[config.mk]
export PLATFORM = sky130hd
export DESIGN_NAME = goldschmidt_controller
export DESIGN_NICKNAME = d
export VERILOG_FILES = /design/src/rtl/goldschmidt_controller.sv
export SDC_FILE = /design/constraint.sdc
export NUM_CORES = 1
export LEC_CHECK = 0
export CAP_MARGIN = 40
export CORE_ASPECT_RATIO = 0.8
export CORE_MARGIN = 4
export CORE_UTILIZATION = 37
export CTS_BUF_LIST = sky130_fd_sc_hd__clkbuf_8
export DETAILED_ROUTE_END_ITERATION = 7
export PLACE_DENSITY_LB_ADDON = 0.12
export SLEW_MARGIN = 10
export SYNTH_ARGS = -nofsm -noshare
export SYNTH_HDL_FRONTEND = slang
export SYNTH_SLANG_ARGS = --single-unit
[constraint.sdc]
create_clock -name clk -period 1.6 [get_ports clk]
set_clock_uncertainty 0.05 [all_clocks]
set_input_delay 0.16 -clock clk [delete_from_list [all_inputs] [get_ports clk]]
set_output_delay 0.16 -clock clk [all_outputs]
set_load 0.02 [all_outputs]
[src/rtl/goldschmidt_controller.sv]
// goldschmidt_controller
// Sequencing FSM for the Goldschmidt divider datapath. It captures a divide
// request (N, D, IA), then steps the kSelect/ndSelect mux and the N/D register
// load enables through the initial IA scaling and ITERS refinement passes.
// It pulses done when the datapath newN register holds the quotient.
//
// Handshake: a request is accepted on a rising clk edge where start && ready.
// ready is high only in IDLE. start seen while busy is dropped, not queued.
// n_in/d_in/ia_in are sampled only at the accept edge and held on N/D/IA
// until the next accept.
//
// Optional feature: define DIV_ZERO_DETECT_EN to add the div_zero output.
// With it, an accept with d_in==0 goes directly to DONE with no enable pulses.
module goldschmidt_controller #(
  parameter int WIDTH = 16,
  parameter int ITERS = 3
) (
  input  logic             clk,
  input  logic             reset,
  input  logic             start,
  input  logic [WIDTH-1:0] n_in,
  input  logic [WIDTH-1:0] d_in,
  input  logic [WIDTH-1:0] ia_in,
  output logic             ready,
  output logic             busy,
  output logic             done,
  output logic [WIDTH-1:0] N,
  output logic [WIDTH-1:0] D,
  output logic [WIDTH-1:0] IA,
  output logic             kSelect,
  output logic [1:0]       ndSelect,
  output logic             nEnable,
  output logic             dEnable,
`ifdef DIV_ZERO_DETECT_EN
  output logic             div_zero,
`endif
  output logic [2:0]       state_dbg
);

  // A counter of width $clog2(ITERS+1) has zero bits when ITERS==0.
  // Keep at least one bit in that case. The counter is unused then.
  localparam int CW = (ITERS > 0) ? $clog2(ITERS + 1) : 1;
  localparam logic [CW-1:0] LAST_ITER = CW'((ITERS > 0) ? ITERS - 1 : 0);

  typedef enum logic [2:0] {
    IDLE   = 3'd0,
    INIT_D = 3'd1,
    INIT_N = 3'd2,
    ITER_N = 3'd3,
    ITER_D = 3'd4,
    DONE   = 3'd5
  } state_t;

  state_t          state;
  state_t          state_next;
  logic [CW-1:0]   iter_cnt;
  logic            accept;

  assign accept    = (state == IDLE) && start;
  assign state_dbg = state;

  // State register; reset aborts any operation immediately.
  always_ff @(posedge clk or negedge reset) begin
    if (!reset) state <= IDLE;
    else        state <= state_next;
  end

  // Iteration counter: cleared on accept, bumped once per completed D update.
  always_ff @(posedge clk or negedge reset) begin
    if (!reset)                iter_cnt <= '0;
    else if (accept)           iter_cnt <= '0;
    else if (state == ITER_D)  iter_cnt <= iter_cnt + CW'(1);
  end

  // Operand capture: held stable from one accept to the next.
  always_ff @(posedge clk or negedge reset) begin
    if (!reset) begin
      N  <= '0;
      D  <= '0;
      IA <= '0;
    end else if (accept) begin
      N  <= n_in;
      D  <= d_in;
      IA <= ia_in;
    end
  end

`ifdef DIV_ZERO_DETECT_EN
  // Division-by-zero flag: set or cleared at every accept and held until the next one.
  always_ff @(posedge clk or negedge reset) begin
    if (!reset)      div_zero <= 1'b0;
    else if (accept) div_zero <= (d_in == '0);
  end
`endif

  // Next-state logic.
  always_comb begin
    state_next = state;
    case (state)
      IDLE: begin
        if (start) begin
`ifdef DIV_ZERO_DETECT_EN
          state_next = (d_in == '0) ? DONE : INIT_D;
`else
          state_next = INIT_D;
`endif
        end
      end
      INIT_D:  state_next = INIT_N;
      INIT_N:  state_next = (ITERS > 0) ? ITER_N : DONE;
      ITER_N:  state_next = ITER_D;
      ITER_D:  state_next = (iter_cnt == LAST_ITER) ? DONE : ITER_N;
      DONE:    state_next = IDLE;
      default: state_next = IDLE;
    endcase
  end

  // Moore output decode: datapath controls depend only on the registered state.
  // N is updated before D in each iteration, so both updates use the same K.
  always_comb begin
    ready    = 1'b0;
    busy     = 1'b1;
    done     = 1'b0;
    kSelect  = 1'b0;
    ndSelect = 2'b00;
    nEnable  = 1'b0;
    dEnable  = 1'b0;
    case (state)
      IDLE: begin
        ready = 1'b1;
        busy  = 1'b0;
      end
      INIT_D: begin
        ndSelect = 2'b00;
        dEnable  = 1'b1;
      end
      INIT_N: begin
        ndSelect = 2'b01;
        nEnable  = 1'b1;
      end
      ITER_N: begin
        kSelect  = 1'b1;
        ndSelect = 2'b11;
        nEnable  = 1'b1;
      end
      ITER_D: begin
        kSelect  = 1'b1;
        ndSelect = 2'b10;
        dEnable  = 1'b1;
      end
      DONE: begin
        done = 1'b1;
      end
      default: begin
        ready = 1'b0;
      end
    endcase
  end

endmodule
==> flow_summary.yaml, run 1 <==
timing:
  rsz0062_at_grt: "yes"
  slew_viol_final: 0
  period_minus_slack_ps: 1770
  setup_viol: 53
  max_freq_mhz: 566
  relSlewSlack_pct: 80.8
  worstMarginPinSlew_ps: 288
  fin_setup_tns_ps: -6950
  fin_ws_ps: -166
  hold_slack_ps: 322
  finalHoldViolations: 0
  finalCritPeriodShare_pct: 110
floorplanning:
  core-area_um2: 5590
  num_io_pins: 110
  dieHeight_um: 76.9
  chipWidth_um: 94.1
  core.rowCount: 24
  start_util_pct: 39.3
  fp.dieArea_um2: 7240
synthesis:
  synth_top_area_cell: "dfrtp_1"
  async_flop_share_pct: 100
  yosys_warnings: 0
  yosysTopAreaCellShare_pct: 60.4
  synthesis.nets: 186
  syn_area_um2: 2200
  synthTopCellsByCount: "dfrtp_1, mux2_2, mux2_4"
  synth_area_leaders: "dfrtp_1, mux2_2, mux2_4, buf_12, xnor2_1"
  ys.flop_type: "dfrtp_1"
  synth_seq_cells: 53
  synthCells: 134
  syn_avg_cell_area_um2: 16.4
  yosysSeqAreaShare_pct: 60.4
  yosysMostFrequentCell: "dfrtp_1"
  synth_edf_count: 0
  ys_types: 26
clock_tree:
  cts.clk_slew.worst_paths_ps: 110
  cts_tree: "yes"
  cts_buffers: 5
  clock_sink_count: 53
  cts_root_buf: "clkbuf_8"
  ctsHtreeMaxLevel: 2
  clock_latency_ps: 290
  clockBufferDepth: 2
drt:
  drc_errors: 0
  vias: 1558
  dr.pass1.iters: 4
  drt-total-wl_mm: 5.43
  drtIter0Drc: 66
  drt.antenna.violating_nets: 0
  wl_per_cell_um: 15.8
  drt-vias-per-instance: 4.54
worst_setup_path:
  crit_type: "reg2reg"
  start_kind: "register"
  cpPeakStageDelay_ps: 420
  timing.rr.start: "state_dbg[0]"
  required_ps: 1740
  reg2regPathDepth: 5
  cp-startpoint: "state_dbg[0]"
  crit_end: "N[5]"
  arrival_ps: 1910
  end_kind: "register"
  r2r_setup_slack_ps: -170
  rr_endpoint: "N[5]"
  cpMaxStageDelayCell: "dfrtp_2"
  cp_max_fo: 13
  cp_cell_sequence: "or3_4 -> inv_4 -> and2_4 -> clkbuf_16 -> mux2_2"
outcome:
  outcome: "finished with violations"
  violations: "setup timing"
power_and_ir_drop:
  p_total_mw: 8.37
  seq_power_share_pct: 28.7
  internal_power_mw: 5.43
  pwr-share-clk_pct: 11.0
  combPwrFrac_pct: 60.3
  power.leakage_nw: 1.67
  peakVddDrop_uv: 995
  powerDensity_nw_per_um2: 2230
  p_sw_share_pct: 35.2
  p_sw_mw: 2.95
placement:
  dpl_cell_area_um2: 3420
  hpwlAfterDp_mm: 3.75
  io_buffers: 109
  gp_congestion: 0.802
  placedCellCount: 325
worst_hold_path:
  hold_path_class: "in2async"
global_route:
  grt_pass1_wl_mm: 8.78
  grt_overflow: 0
  grt_max_degree: 54
  grt_pass1_vias: 1705
  antenna_found_initial: 0
  grt_usage_pct: 15.4
final_layout:
  area_delta_synth_final_pct: 70.9
  n_antenna_cell: 0
  design_area_um2: 3750
  drive_gt1_share_pct: 35.8
  layout.nets: 316
  fin_cells: 343
run:
  drv_cap: 0
-- layout make-up --
| type | instances | area, um^2 |
|---|---|---|
| tap | 78 | 97.6 |
| fill | 426 | 1830 |
| sequential | 53 | 1330 |
| clock inverter | 3 | 46.3 |
| timing repair buffer | 131 | 1350 |
| inverter | 2 | 10.0 |
| multi-input combinational | 71 | 856 |
| clock buffer | 5 | 68.8 |
-- critical path, delay by kind of cell (launching register included) --
kind                   cells  cell delay (ps)
and+or+nand+nor            2              600
DFF                        1              420
muxes                      1              330
buffers and inverters      2              260
-- worst min-delay path by stage --
stage               depth (start not counted)  endpoint  startpoint  slack, ps
detailed placement                          2     N[14]       reset        130
global route                                3    IA[15]       reset        360
floorplan                                   0      D[0]       reset       -190
CTS                                         3      D[0]       reset        320
finish                                      3      D[7]       reset        320
global placement                            2     N[14]       reset        130
-- layout by cell type (no fill, tap or decap), types with 2 or more instances in the layout --
master and instances:
buf_12 4, buf_16 2, buf_2 3, buf_4 14
buf_6 4, clkbuf_8 5, clkdlybuf4s50_1 97, dfrtp_1 51
dfrtp_2 2, dlygate4sd2_1 4, mux2_2 9, mux2_4 39
nand2_2 3, nor2_1 3, xnor2_1 2
-- routing by layer --
layer	GRT usage (%)	routed length, um	vias to the layer above
li1	-	-	727
met1	20.2	2400	769
met2	24.4	2590	57
met3	5.19	391	5
met4	4.33	48	0
met5	0	0	-
-- per-stage QoR --
| stage | worst slack, ps | utilization (%) |
|---|---|---|
| global placement | -167 | 61.2 |
| floorplan | -383 | - |
| finish | -166 | 67.2 |
| CTS | -177 | 65.3 |
| detailed placement | -193 | 61.2 |
| global route | -222 | 67.2 |
-- sequential cells by signal (all words and copies together), names as in the netlist --
signal     count
state_dbg      3
N             16
IA            16
iter_cnt       2
D             16
-- power groups by stage --
stage          clock network, mW  logic (mW)  registers (mW)
3_5_place_dp                   0        4.60            2.42
5_1_grt                     1.02        5.34            2.51
4_1_cts                    0.960        4.82            2.39
6_report                   0.919        5.05            2.40
3_3_place_gp                   0        4.57            2.39
2_1_floorplan                  0        1.76            3.22
-- cell families (layout without fill, tap and decap cells) --
| group | Yosys count | count (layout) | share of synthesized area (%) |
|---|---|---|---|
| AOI/OAI and AO/OA | 5 | 5 | 1.60 |
| xor gates and xnor gates | 2 | 2 | 0.798 |
| adders and majority gates | 1 | 1 | 0.570 |
| buffers and inverters | 10 | 141 | 4.67 |
| DFF | 53 | 53 | 60.4 |
| muxes | 48 | 48 | 28.0 |
| and+or+nand+nor | 15 | 15 | 3.93 |
-- what timing repair did --
| item | 4_1_cts | 5_1_grt |
|---|---|---|
| endpoints found under the hold margin | 53 | 0 |
| gates resized for setup | 41 | 25 |
| setup buffers | 4 | 2 |
| pin swaps | 1 | 2 |
| cloned | 2 | 1 |
| hold buffers | 1 | 0 |
| endpoints found under the setup margin | 59 | 55 |
No activity file was read; power rests on OpenSTA's default activity.
==> inputs of run 2 (changes only) <==
--- a/config.mk
+++ b/config.mk
@@ -5,12 +5,14 @@
 export SDC_FILE = /design/constraint.sdc
 export NUM_CORES = 1
 export LEC_CHECK = 0
+export ABC_CLOCK_PERIOD_IN_PS = 1600
 export CAP_MARGIN = 40
 export CORE_ASPECT_RATIO = 0.8
 export CORE_MARGIN = 4
 export CORE_UTILIZATION = 37
 export CTS_BUF_LIST = sky130_fd_sc_hd__clkbuf_8
 export DETAILED_ROUTE_END_ITERATION = 7
+export GPL_ROUTABILITY_DRIVEN = 0
 export PLACE_DENSITY_LB_ADDON = 0.12
 export SLEW_MARGIN = 10
 export SYNTH_ARGS = -nofsm -noshare
==> results of run 2 <==
Final layout, timing and power as in run 1 (identical DEF).
